===== config.mk =====
export PLATFORM = sky130hd
export DESIGN_NAME = ahb_ram_loader
export DESIGN_NICKNAME = d
export VERILOG_FILES = /design/src/rtl/config_pkg.sv /design/src/rtl/ahb_ram_loader.sv
export SDC_FILE = /design/constraint.sdc
export NUM_CORES = 1
export LEC_CHECK = 0
export ABC_AREA = 1
export CAP_MARGIN = 20
export CORE_UTILIZATION = 55
export CTS_CLUSTER_SIZE = 10
export DETAILED_ROUTE_END_ITERATION = 10
export PLACE_DENSITY = 0.87
export SYNTH_ARGS = -nofsm -noshare
export SYNTH_HDL_FRONTEND = slang
export SYNTH_SLANG_ARGS = --single-unit

===== constraint.sdc =====
create_clock -name HCLK -period 2.7 [get_ports HCLK]
set_input_delay 0.27 -clock HCLK [delete_from_list [all_inputs] [get_ports HCLK]]
set_output_delay 0.27 -clock HCLK [all_outputs]
set_load 0.02 [all_outputs]

===== src/rtl/config_pkg.sv =====
// Architecture configuration shared by the memory-side blocks.
package config_pkg;
   localparam int unsigned XLEN    = 64;
   localparam int unsigned PA_BITS = 32;
endpackage


===== src/rtl/ahb_ram_loader.sv =====
// AHB-Lite manager that packs a byte stream into XLEN words and writes them,
// one non-pipelined NONSEQ transfer at a time, to incrementing addresses.
module ahb_ram_loader
   import config_pkg::*;
#(
   parameter logic [PA_BITS-1:0] BASE_ADDR = 'h8000_0000,
   parameter int unsigned        MAX_BYTES = 65536
) (
   input  logic                 HCLK,
   input  logic                 HRESETn,
   input  logic                 Start,
   input  logic [7:0]           ByteIn,
   input  logic                 ByteValid,
   input  logic                 Last,
   output logic                 ByteReady,
   output logic                 Busy,
   output logic                 Done,
   output logic                 Error,
   output logic [31:0]          ByteCount,
   output logic [PA_BITS-1:0]   HADDR,
   output logic                 HWRITE,
   output logic [1:0]           HTRANS,
   output logic [2:0]           HSIZE,
   output logic [2:0]           HBURST,
   output logic [XLEN-1:0]      HWDATA,
   output logic [XLEN/8-1:0]    HWSTRB,
   input  logic                 HREADY,
   input  logic                 HRESP
);

   localparam int unsigned Lanes = XLEN / 8;
   localparam int unsigned IdxW  = $clog2(Lanes);

   typedef enum logic [2:0] {
      StIdle,
      StFill,
      StAddr,
      StData,
      StDone,
      StErr
   } state_e;

   state_e             r_state;
   state_e             w_state_d;
   logic [PA_BITS-1:0] r_addr;
   logic [XLEN-1:0]    r_buf;
   logic [Lanes-1:0]   r_strb;
   logic [IdxW-1:0]    r_idx;
   logic [31:0]        r_count;
   logic               r_last;

   logic w_start;
   logic w_accept;
   logic w_lane_full;
   logic w_complete;

   assign w_start     = Start && (r_state == StIdle || r_state == StDone || r_state == StErr);
   assign w_accept    = (r_state == StFill) && ByteValid;
   assign w_lane_full = (r_idx == IdxW'(Lanes - 1));
   assign w_complete  = (r_state == StData) && HREADY;

   always_comb begin
      w_state_d = r_state;
      case (r_state)
         StIdle, StDone, StErr: begin
            if (Start) w_state_d = StFill;
         end
         StFill: begin
            if (w_accept && (w_lane_full || Last)) w_state_d = StAddr;
         end
         StAddr: begin
            if (HREADY) w_state_d = StData;
         end
         StData: begin
            if (HREADY) begin
               if (HRESP)                            w_state_d = StErr;
               else if (r_last)                      w_state_d = StDone;
               else if (r_count == 32'(MAX_BYTES))   w_state_d = StErr;
               else                                  w_state_d = StFill;
            end
         end
         default: w_state_d = StIdle;
      endcase
   end

   always_ff @(posedge HCLK or negedge HRESETn) begin
      if (!HRESETn) begin
         r_state <= StIdle;
      end else begin
         r_state <= w_state_d;
      end
   end

   always_ff @(posedge HCLK or negedge HRESETn) begin
      if (!HRESETn) begin
         r_addr  <= '0;
         r_buf   <= '0;
         r_strb  <= '0;
         r_idx   <= '0;
         r_count <= '0;
         r_last  <= 1'b0;
      end else if (w_start) begin
         r_addr  <= BASE_ADDR;
         r_buf   <= '0;
         r_strb  <= '0;
         r_idx   <= '0;
         r_count <= '0;
         r_last  <= 1'b0;
      end else if (w_accept) begin
         for (int l = 0; l < int'(Lanes); l++) begin
            if (r_idx == IdxW'(l)) begin
               r_buf[l*8 +: 8] <= ByteIn;
               r_strb[l]       <= 1'b1;
            end
         end
         r_idx   <= r_idx + 1'b1;
         r_count <= r_count + 32'd1;
         if (Last) r_last <= 1'b1;
      end else if (w_complete && !HRESP) begin
         // A failed write leaves the address on the faulting word.
         r_addr <= r_addr + PA_BITS'(Lanes);
         r_buf  <= '0;
         r_strb <= '0;
         r_idx  <= '0;
      end
   end

   assign ByteReady = (r_state == StFill);
   assign Busy      = (r_state == StFill) || (r_state == StAddr) || (r_state == StData);
   assign Done      = (r_state == StDone);
   assign Error     = (r_state == StErr);
   assign ByteCount = r_count;
   assign HADDR     = r_addr;
   assign HWRITE    = (r_state == StAddr);
   assign HTRANS    = (r_state == StAddr) ? 2'b10 : 2'b00;
   assign HSIZE     = 3'($clog2(Lanes));
   assign HBURST    = 3'b000;
   assign HWDATA    = (r_state == StData) ? r_buf : '0;
   assign HWSTRB    = (r_state == StData) ? r_strb : '0;

endmodule


### Word level (Yosys, flattened, before mapping)

Index checks and enable logic that the tools add are counted.

| cells by class | value |
|---|---|
| equality and inequality tests | 26 |
| muxes and demuxes | 44 |
| add/subtract/negate cells | 3 |
| reduce and logical (&&, ||, !) cells | 29 |

Operators by type and width:

| operator | number |
|---|---|
| 64-bit 2-to-1 mux | 4 |
| 32-bit 2-to-1 mux | 5 |
| 8-bit 2-to-1 mux | 12 |
| 32-bit by 1-bit adder with 32-bit output (second input constant) | 1 |
| 32-bit by 4-bit adder with 32-bit output (second input constant) | 1 |
| 32-bit by 17-bit == test with 1-bit output (second input constant) | 1 |
| 3-bit 2-to-1 mux | 10 |
| 3-bit by 2-bit inequality test with 1-bit output (second input constant) | 8 |
| 2-bit AND reduction | 10 |
| 3-bit == test (second input constant) | 6 |
| 3-bit by 2-bit == test with 1-bit output (second input constant) | 4 |
| 3-bit case mux with 4 select lines | 1 |
| 1-bit 2-to-1 mux | 11 |
| 3-bit by 1-bit == test with 1-bit output (second input constant) | 2 |
| 3-bit logical NOT | 2 |
| 2-bit inequality test (second input constant) | 3 |
| 2-bit nonzero test | 3 |
| 1-bit logical AND | 5 |
| 1-bit logical OR | 5 |
| 2-bit by 1-bit inequality test with 1-bit output (second input constant) | 2 |
| 4-bit AND reduction | 1 |
| 3-bit by 1-bit adder with 3-bit output (second input constant) | 1 |
| 3-bit nonzero test | 1 |
| 3-bit OR reduction | 1 |
| other kinds (2) | 2 |

| storage, ports and cells | value |
|---|---|
| flip-flop bits (word level) | 143 |
| logic and storage cells | 123 |
| output and inout port bits | 149 |

### Longest topological paths before layout

| depth | value |
|---|---|
| word-level depth | 6 |
| gate-level depth with buffers | 12 |

### Least setup slack after synthesis

No wires, ideal clock.

| timing path | value |
|---|---|
| path kind | register -> register |
| from | register r_count[1] (netlist: ByteCount[1]) |
| to | register r_count[12] (netlist: ByteCount[12]) |
| data required time | 2569 ps |
| stages on the path, launching flop included | 9 |
| library setup time | 131 ps |
| arrival | 1572 ps |
| period minus slack after synthesis | 1702 ps |
| slack | 998 ps |
| path through | dfrtp_1 ha_1 nand2_1 nor2_1 nand2_1 nor2_2 nand2_1 o21ai_0 a21oi_1 |

| between the ends | value |
|---|---|
| word-level cells in the longest chain between the ends | 3 |

RTL lines:

| element | RTL line | source |
|---|---|---|
| start: declaration | ahb_ram_loader.sv:49 | `logic [31:0] r_count;` |
| start signal: assignment | ahb_ram_loader.sv:117 | `r_count <= r_count + 32'd1;` |
| 32-bit by 1-bit adder with 32-bit output | ahb_ram_loader.sv:117 |  |
| 32-bit 2-to-1 mux | ahb_ram_loader.sv:109 | `end else if (w_accept) begin` |
| 32-bit 2-to-1 mux | ahb_ram_loader.sv:102 | `end else if (w_start) begin` |

No other way between the ends. The select of a mux whose other input is x is not followed.
A chain may end at the register's enable or synchronous reset.

### Worst setup path in the final report

| timing path | value |
|---|---|
| from | register r_state[0] |
| to | output HWSTRB[0] |

| between the ends | value |
|---|---|
| word-level cells in the longest chain between the ends | 2 |

RTL lines:

| element | RTL line | source |
|---|---|---|
| start: declaration | ahb_ram_loader.sv:43 | `state_e r_state;` |
| start signal: assignment | ahb_ram_loader.sv:88 | `r_state <= StIdle;` |
| start signal: assignment | ahb_ram_loader.sv:90 | `r_state <= w_state_d;` |
| 3-bit by 2-bit == test with 1-bit output | ahb_ram_loader.sv:139 | `assign HWSTRB = (r_state == StData) ? r_strb : '0;` |
| 8-bit 2-to-1 mux | ahb_ram_loader.sv:139 |  |
| end: declaration | ahb_ram_loader.sv:26 | `output logic [XLEN/8-1:0] HWSTRB,` |

No other way between the ends.

==> results.md <==
* Total gr overflow at 0
* Critical path type: reg2out
* Sw Pwr at 2.780 mW
* Final setup margin at 153.6 ps
* Share of cells above drive strength 1 at 0.05597
* Post-CTS setup buffers at 0
* Largest net degree at the start of global routing at 74
* Buffer levels on the longest clock path at 2
* Nets at 1226
* Status: completed
* Critical Path AT at 2280 ps
* Final instance area at 9742 µm²
* Tot GR Track Use at 0.2859
* Worst Path Max Fanout at 73
* Fmax at 392.7 MHz
* Seq pwr share at 0.374
* Rows at 42
* First-pass GRT wire length at 32.14 mm
* Max-slew violation count at 0
* Die area at 14230 µm²
* H-tree lvl count at 4
* Inst Count DP at 1358
* Tmin final at 2546 ps
* DR iter-0 viols at 522
* Crit start category: register
* Die Wd at 119.3 µm
* Flops & latches, synth at 140
* EDFF count, synth at 0
* Routed len/inst at 14.06 µm
* Post-DP HPWL at 13.66 mm
* Hold Fails Final Rpt at 0
* Final ANT Viol Nets at 0
* CP max stage delay at 620 ps
* I/O Pins at 164
* Clock root buffer: clkbuf_16
* VDD IR max at 0.3913 mV
* Setup TNS at 0 ps
* Worst Path Required at 2430 ps
* Routed WL at 19.55 mm
* Most common cell after layout, fill and taps aside: nand2_1
* Final period utilization at 0.9431
* Setup crit end kind: output port
* IO Port Bufs at 153
* Post-Syn Instances at 1053
* Post-DP Area at 9175 µm²
* DRC Markers at 0
* Placer Congestion at 0.8870
* Max cap viols at 0
* Total CTS buffers at 17
* Fillers at 1037
* YS warnings at 0
* Static Leakage at 4.381 nW
* Flop2flop setup slack at 590 ps
* Clock transition at the registers of the reported paths at 60 ps
* Core outline area at 13350 µm²
* Pint at 4.415 mW
* Sw frac at 0.3863
* Worst-Margin Slew at 626.4 ps
* Die height at 119.3 µm
* Area Growth Syn to Fin at 28.74%
* Gate power share at 0.323
* Clk pwr share at 0.303
* Largest delay contributor family on the critical path: buffers and inverters
* Initial antenna violation count at 0
* Synthesized area per cell at 7.186 µm²
* RSZ-0062 raised after global routing: false
* Post-Layout Cell Count at 1391
* Share of the synthesized area in the top cell type at 0.4630
* Dominant cells by area after synthesis: dfrtp_1 (46%), nand2_1 (12%), nor2_1 (10%)
* Number of global-route vias before repair at 6739
* Clk_lat worst skew at 430 ps
* Mapped Area at 7567 µm²
* Starting Density at 0.5669
* Pre-CTS setup slack at 260.4 ps
* # diodes at 0
* First-pass iteration count of the detailed router at 7
* Post-synth ARST share at 1.000
* Slowest-stage cell, CP: clkdlybuf4s50_1
* Crit-path cells: nand2_1, nor2_2, inv_6, nor2_1, clkdlybuf4s50_1
* Worst path bufs/invs at 2
* Via/cell ratio at 5.240
* Top cell type by total area after synthesis: dfrtp_1
* Count of distinct cell types in the synthesized netlist at 36
* CTS tree: built
* Slew headroom at 0.5809
* Setup violations, final at 0
* Skew final at 10.07 ps
* Worst hold-check path type: in2async
* Vias at 7289
* Sequential area share after synthesis at 0.4630
* PwrDens at 738.6 nW/µm²
* Ys flop type: dfrtp_1
* Most frequent cells in the layout: nand2_1 (245), nor2_1 (204), inv_1 (164), clkdlybuf4s50_1 (152), dfrtp_1 (140)
* CTS sink count at 140
## per-stage QoR
step / power, mW / hold WS (ps) / utilization
floorplan: 4.334 / -25.59 / -
global placement: 4.907 / 293.3 / 0.6874
detailed placement: 4.992 / 291.8 / 0.6874
CTS: 7.195 / 425.1 / 0.7297
global route: 7.602 / 455.1 / 0.7298
finish: 7.195 / 395.3 / 0.7298
## worst paths after layout
| path | from | cells after the start | to |
|---|---|---|---|
| max in group asynchronous | HRESETn | 3 | r_buf[39] |
| max | r_state[0] | 5 | HWSTRB[0] |
| min in group HCLK | Last | 3 | r_last |
| min | HRESETn | 2 | r_buf[19] |
| min reg2reg | r_buf[63] | 2 | r_buf[63] |
| max reg2reg | r_state[0] | 10 | r_buf[62] |
## what timing repair did
action,CTS,global route
endpoints found under the hold margin,61,0
hold buffers,1,0
setup endpoints to repair,72,4
pin swaps,0,0
resized for setup,1,1
## power by group through the flow
stage,sequential [mW],clock [mW],combinational [mW]
after global placement,2.70,0,2.21
after floorplan,2.70,0,1.64
after CTS,2.69,2.19,2.31
after detailed placement,2.72,0,2.27
after global routing,2.73,2.30,2.58
final,2.69,2.18,2.33
## cells by family (layout without fill, tap and decap cells)
| kind of cell | Yosys count | after routing | share of synthesized area |
|---|---|---|---|
| adder cells (fa/ha/maj) | 9 | 9 | 0.01488 |
| XOR/XNOR | 1 | 1 | 0.001158 |
| AND/OR/NAND/NOR | 564 | 564 | 0.3133 |
| buffers and inverters | 208 | 362 | 0.1164 |
| other | 2 | 10 | 0.0009924 |
| AO/OA/AOI/OAI | 129 | 129 | 0.09028 |
| flip-flops | 140 | 140 | 0.4630 |
## layout make-up
type | instances | area, µm² | share of cell area
inverter | 168 | 638.1 | 0.06550
clock inverter | 13 | 108.9 | 0.01117
clock buffer | 19 | 442.9 | 0.04547
tap | 176 | 220.2 | 0.02260
timing repair buffer | 162 | 1615 | 0.1658
sequential | 140 | 3503 | 0.3596
multi-input combinational | 713 | 3213 | 0.3298
## Yosys cell counts, drive strengths merged (2+ instances only)
cell,instances
o21bai,5
nor3,16
dfrtp,140
and3,3
nor3b,2
nand2,255
conb,2
buf,31
nand4,17
o22ai,9
ha,9
a21oi,26
o21a,2
nand3,53
nor2,215
inv,168
clkbuf,9
o21ai,85
nand3b,2
## state kept, by name (all words and copies together), names as in the netlist
register and flops:
HADDR 29, ByteCount 32, r_state 3, r_buf 64
r_idx 3, r_strb 8, r_last 1
## metal layers
layer | wire [µm] | up-vias | global-route usage
met5 | 0 | - | 0
met4 | 422 | 0 | 0.1086
met3 | 1284 | 38 | 0.05795
met2 | 9564 | 299 | 0.4767
met1 | 8280 | 3418 | 0.3669
li1 | - | 3534 | -
No activity file was read; power rests on OpenSTA's default activity.
